**src/rtl/unidad_acceso_memoria_if.sv**
```systemverilog
// Buses for the memory access unit: the CPU request/response side and the
// data-memory strobe side.
interface unidad_acceso_memoria_if;
    logic        req_valid;
    logic        req_ready;
    logic        req_escr;
    logic [1:0]  req_tam;
    logic        req_sign;
    logic [31:0] req_direc;
    logic [31:0] req_dato;
    logic        resp_valid;
    logic [31:0] resp_dato;
    logic        err_alin;

    modport master (
        output req_valid, req_escr, req_tam, req_sign, req_direc, req_dato,
        input  req_ready, resp_valid, resp_dato, err_alin
    );

    modport slave (
        input  req_valid, req_escr, req_tam, req_sign, req_direc, req_dato,
        output req_ready, resp_valid, resp_dato, err_alin
    );
endinterface

interface memoria_datos_if;
    logic        EscrMem;
    logic        LeerMem;
    logic [31:0] Direc;
    logic [31:0] Datain;
    logic [31:0] Dataout;

    modport master (
        output EscrMem, LeerMem, Direc, Datain,
        input  Dataout
    );

    modport slave (
        input  EscrMem, LeerMem, Direc, Datain,
        output Dataout
    );
endinterface

```
**src/rtl/unidad_acceso_memoria.sv**
```systemverilog
// Load/store initiator for the data memory: sub-word loads with extension and
// sub-word stores as read-modify-write.
//
// state | meaning
// IDLE  | waiting for a request, req_ready=1
// LECT  | LeerMem held for LAT_LECT+1 cycles, Dataout captured on exit
// MODIF | write back the read word with the target lane replaced
// ESCR  | single-cycle word write
// RESP  | one-cycle resp_valid pulse
// ERR   | misaligned request answered, no memory access
module unidad_acceso_memoria #(
    parameter int unsigned LAT_LECT      = 1,
    parameter bit          CHEQUEAR_ALIN = 1'b1
) (
    input  logic                   clk,
    input  logic                   rst_n,
    unidad_acceso_memoria_if.slave cpu,
    memoria_datos_if.master        mem
);
    typedef enum logic [2:0] {IDLE, LECT, MODIF, ESCR, RESP, ERR} estado_t;

    localparam logic [3:0] CNT_INI = 4'(LAT_LECT);

    estado_t     estado, estado_sig;

    logic        escr_q, sign_q;
    logic [1:0]  tam_q;
    logic [31:0] direc_q, dato_q;
    logic [3:0]  cnt_q, cnt_sig;

    logic        escr_mem_q, leer_mem_q, resp_valid_q, err_alin_q;
    logic [31:0] direc_mem_q, datain_q, resp_dato_q;
    logic [31:0] direc_mem_sig, datain_sig, resp_dato_sig;

    logic        aceptar, es_half_in, es_word_in, desalin_in;
    logic [31:0] direc_in, direc_sel;

    function automatic logic [31:0] extraer(input logic [31:0] w, input logic [1:0] tam,
                                            input logic sgn, input logic [1:0] a);
        logic [31:0] s;
        logic [31:0] r;
        case (tam)
            2'b00: begin
                s = w >> {a, 3'b000};
                r = sgn ? {{24{s[7]}}, s[7:0]} : {24'h0, s[7:0]};
            end
            2'b01: begin
                s = w >> {a[1], 4'b0000};
                r = sgn ? {{16{s[15]}}, s[15:0]} : {16'h0, s[15:0]};
            end
            default: r = w;
        endcase
        return r;
    endfunction

    function automatic logic [31:0] fusionar(input logic [31:0] w, input logic [31:0] d,
                                             input logic [1:0] tam, input logic [1:0] a);
        logic [31:0] mascara;
        logic [31:0] ins;
        if (tam == 2'b00) begin
            mascara = 32'h0000_00FF << {a, 3'b000};
            ins     = {24'h0, d[7:0]} << {a, 3'b000};
        end else begin
            mascara = 32'h0000_FFFF << {a[1], 4'b0000};
            ins     = {16'h0, d[15:0]} << {a[1], 4'b0000};
        end
        return (w & ~mascara) | (ins & mascara);
    endfunction

    assign cpu.req_ready  = (estado == IDLE) && rst_n;
    assign cpu.resp_valid = resp_valid_q;
    assign cpu.resp_dato  = resp_dato_q;
    assign cpu.err_alin   = err_alin_q;
    assign mem.EscrMem    = escr_mem_q;
    assign mem.LeerMem    = leer_mem_q;
    assign mem.Direc      = direc_mem_q;
    assign mem.Datain     = datain_q;

    assign aceptar    = cpu.req_valid && cpu.req_ready;
    assign es_half_in = (cpu.req_tam == 2'b01);
    assign es_word_in = cpu.req_tam[1];

    // With checking disabled the offending low address bits are simply dropped.
    always_comb begin
        direc_in   = cpu.req_direc;
        desalin_in = 1'b0;
        if (CHEQUEAR_ALIN) begin
            desalin_in = (es_half_in && cpu.req_direc[0]) ||
                         (es_word_in && (cpu.req_direc[1:0] != 2'b00));
        end else if (es_half_in) begin
            direc_in[0] = 1'b0;
        end else if (es_word_in) begin
            direc_in[1:0] = 2'b00;
        end
    end

    always_ff @(posedge clk or negedge rst_n) begin
        if (!rst_n) begin
            estado <= IDLE;
        end else begin
            estado <= estado_sig;
        end
    end

    always_comb begin
        estado_sig    = estado;
        cnt_sig       = cnt_q;
        direc_mem_sig = '0;
        datain_sig    = '0;
        resp_dato_sig = resp_dato_q;
        direc_sel     = (estado == IDLE) ? direc_in : direc_q;

        case (estado)
            IDLE: begin
                if (aceptar) begin
                    if (desalin_in) begin
                        estado_sig = ERR;
                    end else if (cpu.req_escr && es_word_in) begin
                        estado_sig = ESCR;
                    end else begin
                        estado_sig = LECT;
                        cnt_sig    = CNT_INI;
                    end
                end
            end
            LECT: begin
                if (cnt_q == 4'd0) begin
                    estado_sig = escr_q ? MODIF : RESP;
                end else begin
                    cnt_sig = cnt_q - 4'd1;
                end
            end
            MODIF, ESCR: estado_sig = RESP;
            RESP, ERR:   estado_sig = IDLE;
            default:     estado_sig = IDLE;
        endcase

        // Outputs are registered from the next state so strobes change only on the edge.
        if (estado_sig inside {LECT, MODIF, ESCR}) begin
            direc_mem_sig = {direc_sel[31:2], 2'b00};
        end
        if (estado_sig == ESCR) begin
            datain_sig = cpu.req_dato;
        end else if (estado_sig == MODIF) begin
            datain_sig = fusionar(mem.Dataout, dato_q, tam_q, direc_q[1:0]);
        end
        if (estado_sig == RESP) begin
            resp_dato_sig = (estado == LECT) ? extraer(mem.Dataout, tam_q, sign_q, direc_q[1:0])
                                             : '0;
        end else if (estado_sig == ERR) begin
            resp_dato_sig = '0;
        end
    end

    always_ff @(posedge clk or negedge rst_n) begin
        if (!rst_n) begin
            cnt_q        <= '0;
            escr_q       <= 1'b0;
            tam_q        <= '0;
            sign_q       <= 1'b0;
            direc_q      <= '0;
            dato_q       <= '0;
            escr_mem_q   <= 1'b0;
            leer_mem_q   <= 1'b0;
            direc_mem_q  <= '0;
            datain_q     <= '0;
            resp_valid_q <= 1'b0;
            resp_dato_q  <= '0;
            err_alin_q   <= 1'b0;
        end else begin
            cnt_q        <= cnt_sig;
            escr_mem_q   <= (estado_sig == ESCR) || (estado_sig == MODIF);
            leer_mem_q   <= (estado_sig == LECT);
            direc_mem_q  <= direc_mem_sig;
            datain_q     <= datain_sig;
            resp_valid_q <= (estado_sig == RESP) || (estado_sig == ERR);
            err_alin_q   <= (estado_sig == ERR);
            resp_dato_q  <= resp_dato_sig;
            if (aceptar) begin
                escr_q  <= cpu.req_escr;
                tam_q   <= cpu.req_tam;
                sign_q  <= cpu.req_sign;
                direc_q <= direc_in;
                dato_q  <= cpu.req_dato;
            end
        end
    end
endmodule

```
**src/flat_wrapper.sv**
```systemverilog
// flat-port wrapper written by rule: the top's interface ports become plain ports
module unidad_acceso_memoria_flat 
#(
    parameter int unsigned LAT_LECT      = 1,
    parameter bit          CHEQUEAR_ALIN = 1'b1
)
  (clk, rst_n, cpu_req_valid, cpu_req_escr, cpu_req_tam, cpu_req_sign, cpu_req_direc, cpu_req_dato, cpu_req_ready, cpu_resp_valid, cpu_resp_dato, cpu_err_alin, mem_EscrMem, mem_LeerMem, mem_Direc, mem_Datain, mem_Dataout);
  unidad_acceso_memoria_if cpu_i ();
  memoria_datos_if mem_i ();
  input  logic clk;
  input  logic rst_n;
  input wire logic [$bits(cpu_i.req_valid)-1:0] cpu_req_valid;
  input wire logic [$bits(cpu_i.req_escr)-1:0] cpu_req_escr;
  input wire logic [$bits(cpu_i.req_tam)-1:0] cpu_req_tam;
  input wire logic [$bits(cpu_i.req_sign)-1:0] cpu_req_sign;
  input wire logic [$bits(cpu_i.req_direc)-1:0] cpu_req_direc;
  input wire logic [$bits(cpu_i.req_dato)-1:0] cpu_req_dato;
  output wire logic [$bits(cpu_i.req_ready)-1:0] cpu_req_ready;
  output wire logic [$bits(cpu_i.resp_valid)-1:0] cpu_resp_valid;
  output wire logic [$bits(cpu_i.resp_dato)-1:0] cpu_resp_dato;
  output wire logic [$bits(cpu_i.err_alin)-1:0] cpu_err_alin;
  output wire logic [$bits(mem_i.EscrMem)-1:0] mem_EscrMem;
  output wire logic [$bits(mem_i.LeerMem)-1:0] mem_LeerMem;
  output wire logic [$bits(mem_i.Direc)-1:0] mem_Direc;
  output wire logic [$bits(mem_i.Datain)-1:0] mem_Datain;
  input wire logic [$bits(mem_i.Dataout)-1:0] mem_Dataout;
  assign cpu_i.req_valid = cpu_req_valid;
  assign cpu_i.req_escr = cpu_req_escr;
  assign cpu_i.req_tam = cpu_req_tam;
  assign cpu_i.req_sign = cpu_req_sign;
  assign cpu_i.req_direc = cpu_req_direc;
  assign cpu_i.req_dato = cpu_req_dato;
  assign cpu_req_ready = cpu_i.req_ready;
  assign cpu_resp_valid = cpu_i.resp_valid;
  assign cpu_resp_dato = cpu_i.resp_dato;
  assign cpu_err_alin = cpu_i.err_alin;
  assign mem_EscrMem = mem_i.EscrMem;
  assign mem_LeerMem = mem_i.LeerMem;
  assign mem_Direc = mem_i.Direc;
  assign mem_Datain = mem_i.Datain;
  assign mem_i.Dataout = mem_Dataout;
  unidad_acceso_memoria #(.LAT_LECT(LAT_LECT), .CHEQUEAR_ALIN(CHEQUEAR_ALIN)) u_core (.clk(clk), .rst_n(rst_n), .cpu(cpu_i), .mem(mem_i));
endmodule
```
**config.mk**
```make
export PLATFORM = sky130hd
export DESIGN_NAME = unidad_acceso_memoria_flat
export DESIGN_NICKNAME = d
export VERILOG_FILES = /design/src/rtl/unidad_acceso_memoria_if.sv /design/src/rtl/unidad_acceso_memoria.sv /design/src/flat_wrapper.sv
export SDC_FILE = /design/constraint.sdc
export NUM_CORES = 1
export LEC_CHECK = 0
export ABC_CLOCK_PERIOD_IN_PS = 6200
export CAP_MARGIN = 20
export CORE_MARGIN = 2
export CORE_UTILIZATION = 52
export CTS_CLUSTER_DIAMETER = 80
export DETAILED_ROUTE_END_ITERATION = 6
export PLACE_DENSITY = 0.86
export REMOVE_ABC_BUFFERS = 1
export SLEW_MARGIN = 20
export SYNTH_ARGS = -nofsm -noshare
export SYNTH_HDL_FRONTEND = slang
export SYNTH_SLANG_ARGS = --single-unit
```
**constraint.sdc**
```tcl
create_clock -name clk -period 6.2 [get_ports clk]
set_clock_uncertainty 0.15 [all_clocks]
set_input_delay 0.62 -clock clk [delete_from_list [all_inputs] [get_ports clk]]
set_output_delay 0.62 -clock clk [all_outputs]
set_load 0.03 [all_outputs]
```
==> run_results.csv <==
group,metric,value,unit
final_layout,drive_gt1_frac,0.0574,
worst_setup_path,required,5.43,ns
synth,syn_area,0.00715,mm²
clock_network,cts_root_buffer,"clkbuf_16",
synth,synth_edf_count,0,
grt,overflow,0,
grt,grt.total_usage,0.293,
min_path,hold_start,"u_core.dato_q[15]",
sta,tns,0,ns
clock_network,cts_buffers,17,
synth,synth_seq_cells,157,
drt,routed_via_density,5.74,
clock_network,cts.htree.levels,4,
floorplanning,dieArea,0.0147,mm²
final_layout,final_cell_area,0.00979,mm²
placement,gp_congestion,0.835,
sta,rsz0062_at_grt,"false",
grt,grt_pass1_vias,6202,
floorplanning,rows,42,
outcome,run_status,"finished clean",
worst_setup_path,r2r_slack,3.33,ns
synth,yosys_warnings,0,
drt,drcViolationCount,0,
min_path,min_path_type,"reg2reg",
synth,yosys.area.top_type,"dfrtp_1",
final_layout,nets,1015,
placement,io_buffers,201,
sta,max_freq,318,MHz
synth,ys_top_cells_by_area,"dfrtp_1 55%, nand2_1 14%, mux2i_1 6.9%, o2bb2ai_1 4.0%, a22o_1 3.1%",
worst_setup_path,timing.rr.end,"u_core.cpu.resp_dato[19]",
clock_network,cts_tree,"done",
drt,firstDrtPassIters,6,
clock_network,cts_hold_repair.buffers,1,
worst_setup_path,cp_data_arrival_time,2.38,ns
worst_setup_path,path_max_fanout,37,
worst_setup_path,worst-setup-path-type,"reg2out",
sta,finalCritPeriodShare,0.508,
clock_network,clockBufferDepth,2,
synth,synthCells,734,
floorplanning,die_h,121,µm
min_path,whs_path_depth,2,
pwr,ir_drop,304,µV
worst_setup_path,reg2reg_from,"u_core.cnt_q[0]",
clock_network,ctsResizeCount,0,
pwr,power_density,507,mW/mm²
drt,wl_per_cell,18.9,µm
sta,worst_pin_slew,1.19,ns
sta,slew_headroom,0.206,
drt,drtIter0Drc,591,
synth,synth_cell_types,46,
min_path,holdPathEnd,"u_core.dato_q[15]",
job,max-cap-violations,0,
floorplanning,dieWidth,121,µm
synth,syn_avg_cell_area,9.74,µm²
floorplanning,start_util,0.535,
sta,finalHoldViolations,0,
synth,synth_top_cell_area_share,0.550,
placement,dp_hpwl,13400,µm
clock_network,insertion_delay,0.43,ns
pwr,p_leak,4.62,nW
synth,synth_seq_area_share,0.550,
synth,synth_top_flop_cell,"dfrtp_1",
drt,via_count,6303,
floorplanning,coreArea,0.0133,mm²
worst_setup_path,rr_worst_depth,6,
placement,place_area,0.00920,mm²
pwr,swShare,0.417,
synth,async_flop_share,1.00,
sta,period_minus_slack,3.15,ns
sta,whs,0.321,ns
pwr,combPwrFrac,0.453,
sta,setup_viol,0,
floorplanning,ios,204,
worst_setup_path,cp-end-kind,"output pin",
final_layout,area_growth,36.9,%
pwr,switching_power,2.07,mW
clock_network,path_clk_slew,0.06,ns
worst_setup_path,critPathLaunchType,"register",
grt,grt_max_degree,73,
grt,antenna_found_initial,1,
final_layout,n_antenna_cell,0,
drt,routed_wl,20700,µm
clock_network,cts_sinks,157,
pwr,finalPower,4.96,mW
pwr,seqPwrFrac,0.345,
grt,grt_pass1_wl,32800,µm
pwr,internal_power,2.89,mW
sta,slew_violations,0,
drt,antenna_left,0,
clock_network,post_cts_buffers,0,
pwr,clock_power_share,0.202,
-- stage by stage --
stage / setup slack, ns / utilization / std cells
after CTS: 3.05 / 0.733 / 1099
final: 3.05 / 0.733 / 1099
after floorplan: 2.29 / - / 682
after detailed placement: 3.06 / 0.689 / 1066
after global routing: 2.97 / 0.733 / 1099
after global placement: 3.09 / 0.689 / 1066
-- state kept, by name, indices dropped and copies added (netlist names) --
name,flops
u_core.cnt_q,4
u_core.cpu.err_alin,1
u_core.cpu.resp_dato,32
u_core.cpu.resp_valid,1
u_core.dato_q,16
u_core.direc_q,32
u_core.escr_q,1
u_core.estado,3
u_core.mem.Datain,32
u_core.mem.Direc,30
u_core.mem.EscrMem,1
u_core.mem.LeerMem,1
u_core.sign_q,1
u_core.tam_q,2
-- power by group through the flow --
stage          Clock, mW  Sequential, mW  Combinational [mW]
3_5_place_dp           0            1.71                2.23
6_report            1.00            1.71                2.25
4_1_cts             1.01            1.71                2.24
2_1_floorplan          0            2.04               0.982
3_3_place_gp           0            1.71                2.19
5_1_grt             1.06            1.75                2.42
-- Yosys cell counts (2+ instances only) --
library cell	instances
nand2_1	267
dfrtp_1	157
mux2i_1	49
a21oi_1	35
o2bb2ai_1	33
clkbuf_1	29
o21ai_0	29
a22o_1	25
buf_2	18
nand2b_1	11
inv_1	8
a22oi_1	7
a32o_1	7
o221ai_1	7
nor2_1	5
a21o_1	3
and2_1	3
buf_4	3
buf_1	2
ha_1	2
nand4_1	2
nor3b_2	2
o21ai_2	2
o31ai_1	2
or2_1	2
or3_1	2
or3b_2	2
or4_1	2
-- cells by family after synthesis --
family / after synthesis / share of synthesized area
AOI/OAI and AO/OA: 157 / 0.158
adders and majority gates: 2 / 0.00350
buffers and inverters: 61 / 0.0378
DFF: 157 / 0.550
muxes: 51 / 0.0734
other: 1 / 0.000525
and+or+nand+nor: 305 / 0.177
-- worst max-delay path: stages, from the launching register on --
cell	delay, ns
dfrtp_1	0.48
nor3_4	0.20
buf_4	0.40
and2_1	0.19
clkdlybuf4s50_1	0.67
-- layer usage --
metal,GRT usage,vias to the layer above,share of wire
met1,0.395,3021,0.41
met5,0,-,0.00063
li1,-,2865,-
met4,0.129,2,0.030
met2,0.447,366,0.46
met3,0.0799,49,0.10
-- how the worst max path moves through the flow --
stage | startpoint | endpoint | depth (start not counted) | slack, ns
after floorplan | u_core.estado[1] | u_core.mem.Datain[0] | 4 | 2.29
after global placement | cpu_req_valid | u_core.mem.Datain[18] | 6 | 3.09
after detailed placement | cpu_req_valid | u_core.mem.Datain[8] | 6 | 3.06
after CTS | rst_n | u_core.mem.Datain[10] | 7 | 3.05
after global routing | u_core.estado[1] | cpu_req_ready | 4 | 2.97
final | u_core.estado[1] | cpu_req_ready | 4 | 3.05
-- final cells by class --
| class | count | area [µm²] |
|---|---|---|
| well taps | 176 | 220 |
| clock buffers | 25 | 505 |
| inverters | 8 | 30.0 |
| repair buffers | 209 | 2080 |
| fillers | 962 | 3560 |
| clock inverters | 7 | 60.1 |
| flip-flops and latches | 157 | 3930 |
| multi-input cells | 517 | 2970 |
-- cell usage in the layout, fill, tap and decap left out, types with 3 or more instances in the layout --
cell type | Yosys | layout
a21oi_1 | 35 | 35
a22oi_1 | 7 | 7
clkbuf_1 | 29 | 3
a21o_1 | 3 | 3
dfrtp_1 | 157 | 157
nand2_1 | 267 | 266
clkinv_2 | 0 | 6
buf_4 | 3 | 7
o221ai_1 | 7 | 7
nor2_1 | 5 | 4
nand2b_1 | 11 | 11
clkbuf_16 | 0 | 17
inv_1 | 8 | 8
mux2i_1 | 49 | 49
clkbuf_8 | 0 | 5
clkdlybuf4s50_1 | 0 | 200
a32o_1 | 7 | 7
o2bb2ai_1 | 33 | 33
a22o_1 | 25 | 25
o21ai_0 | 29 | 29
Power figures use the tool's default switching activity.
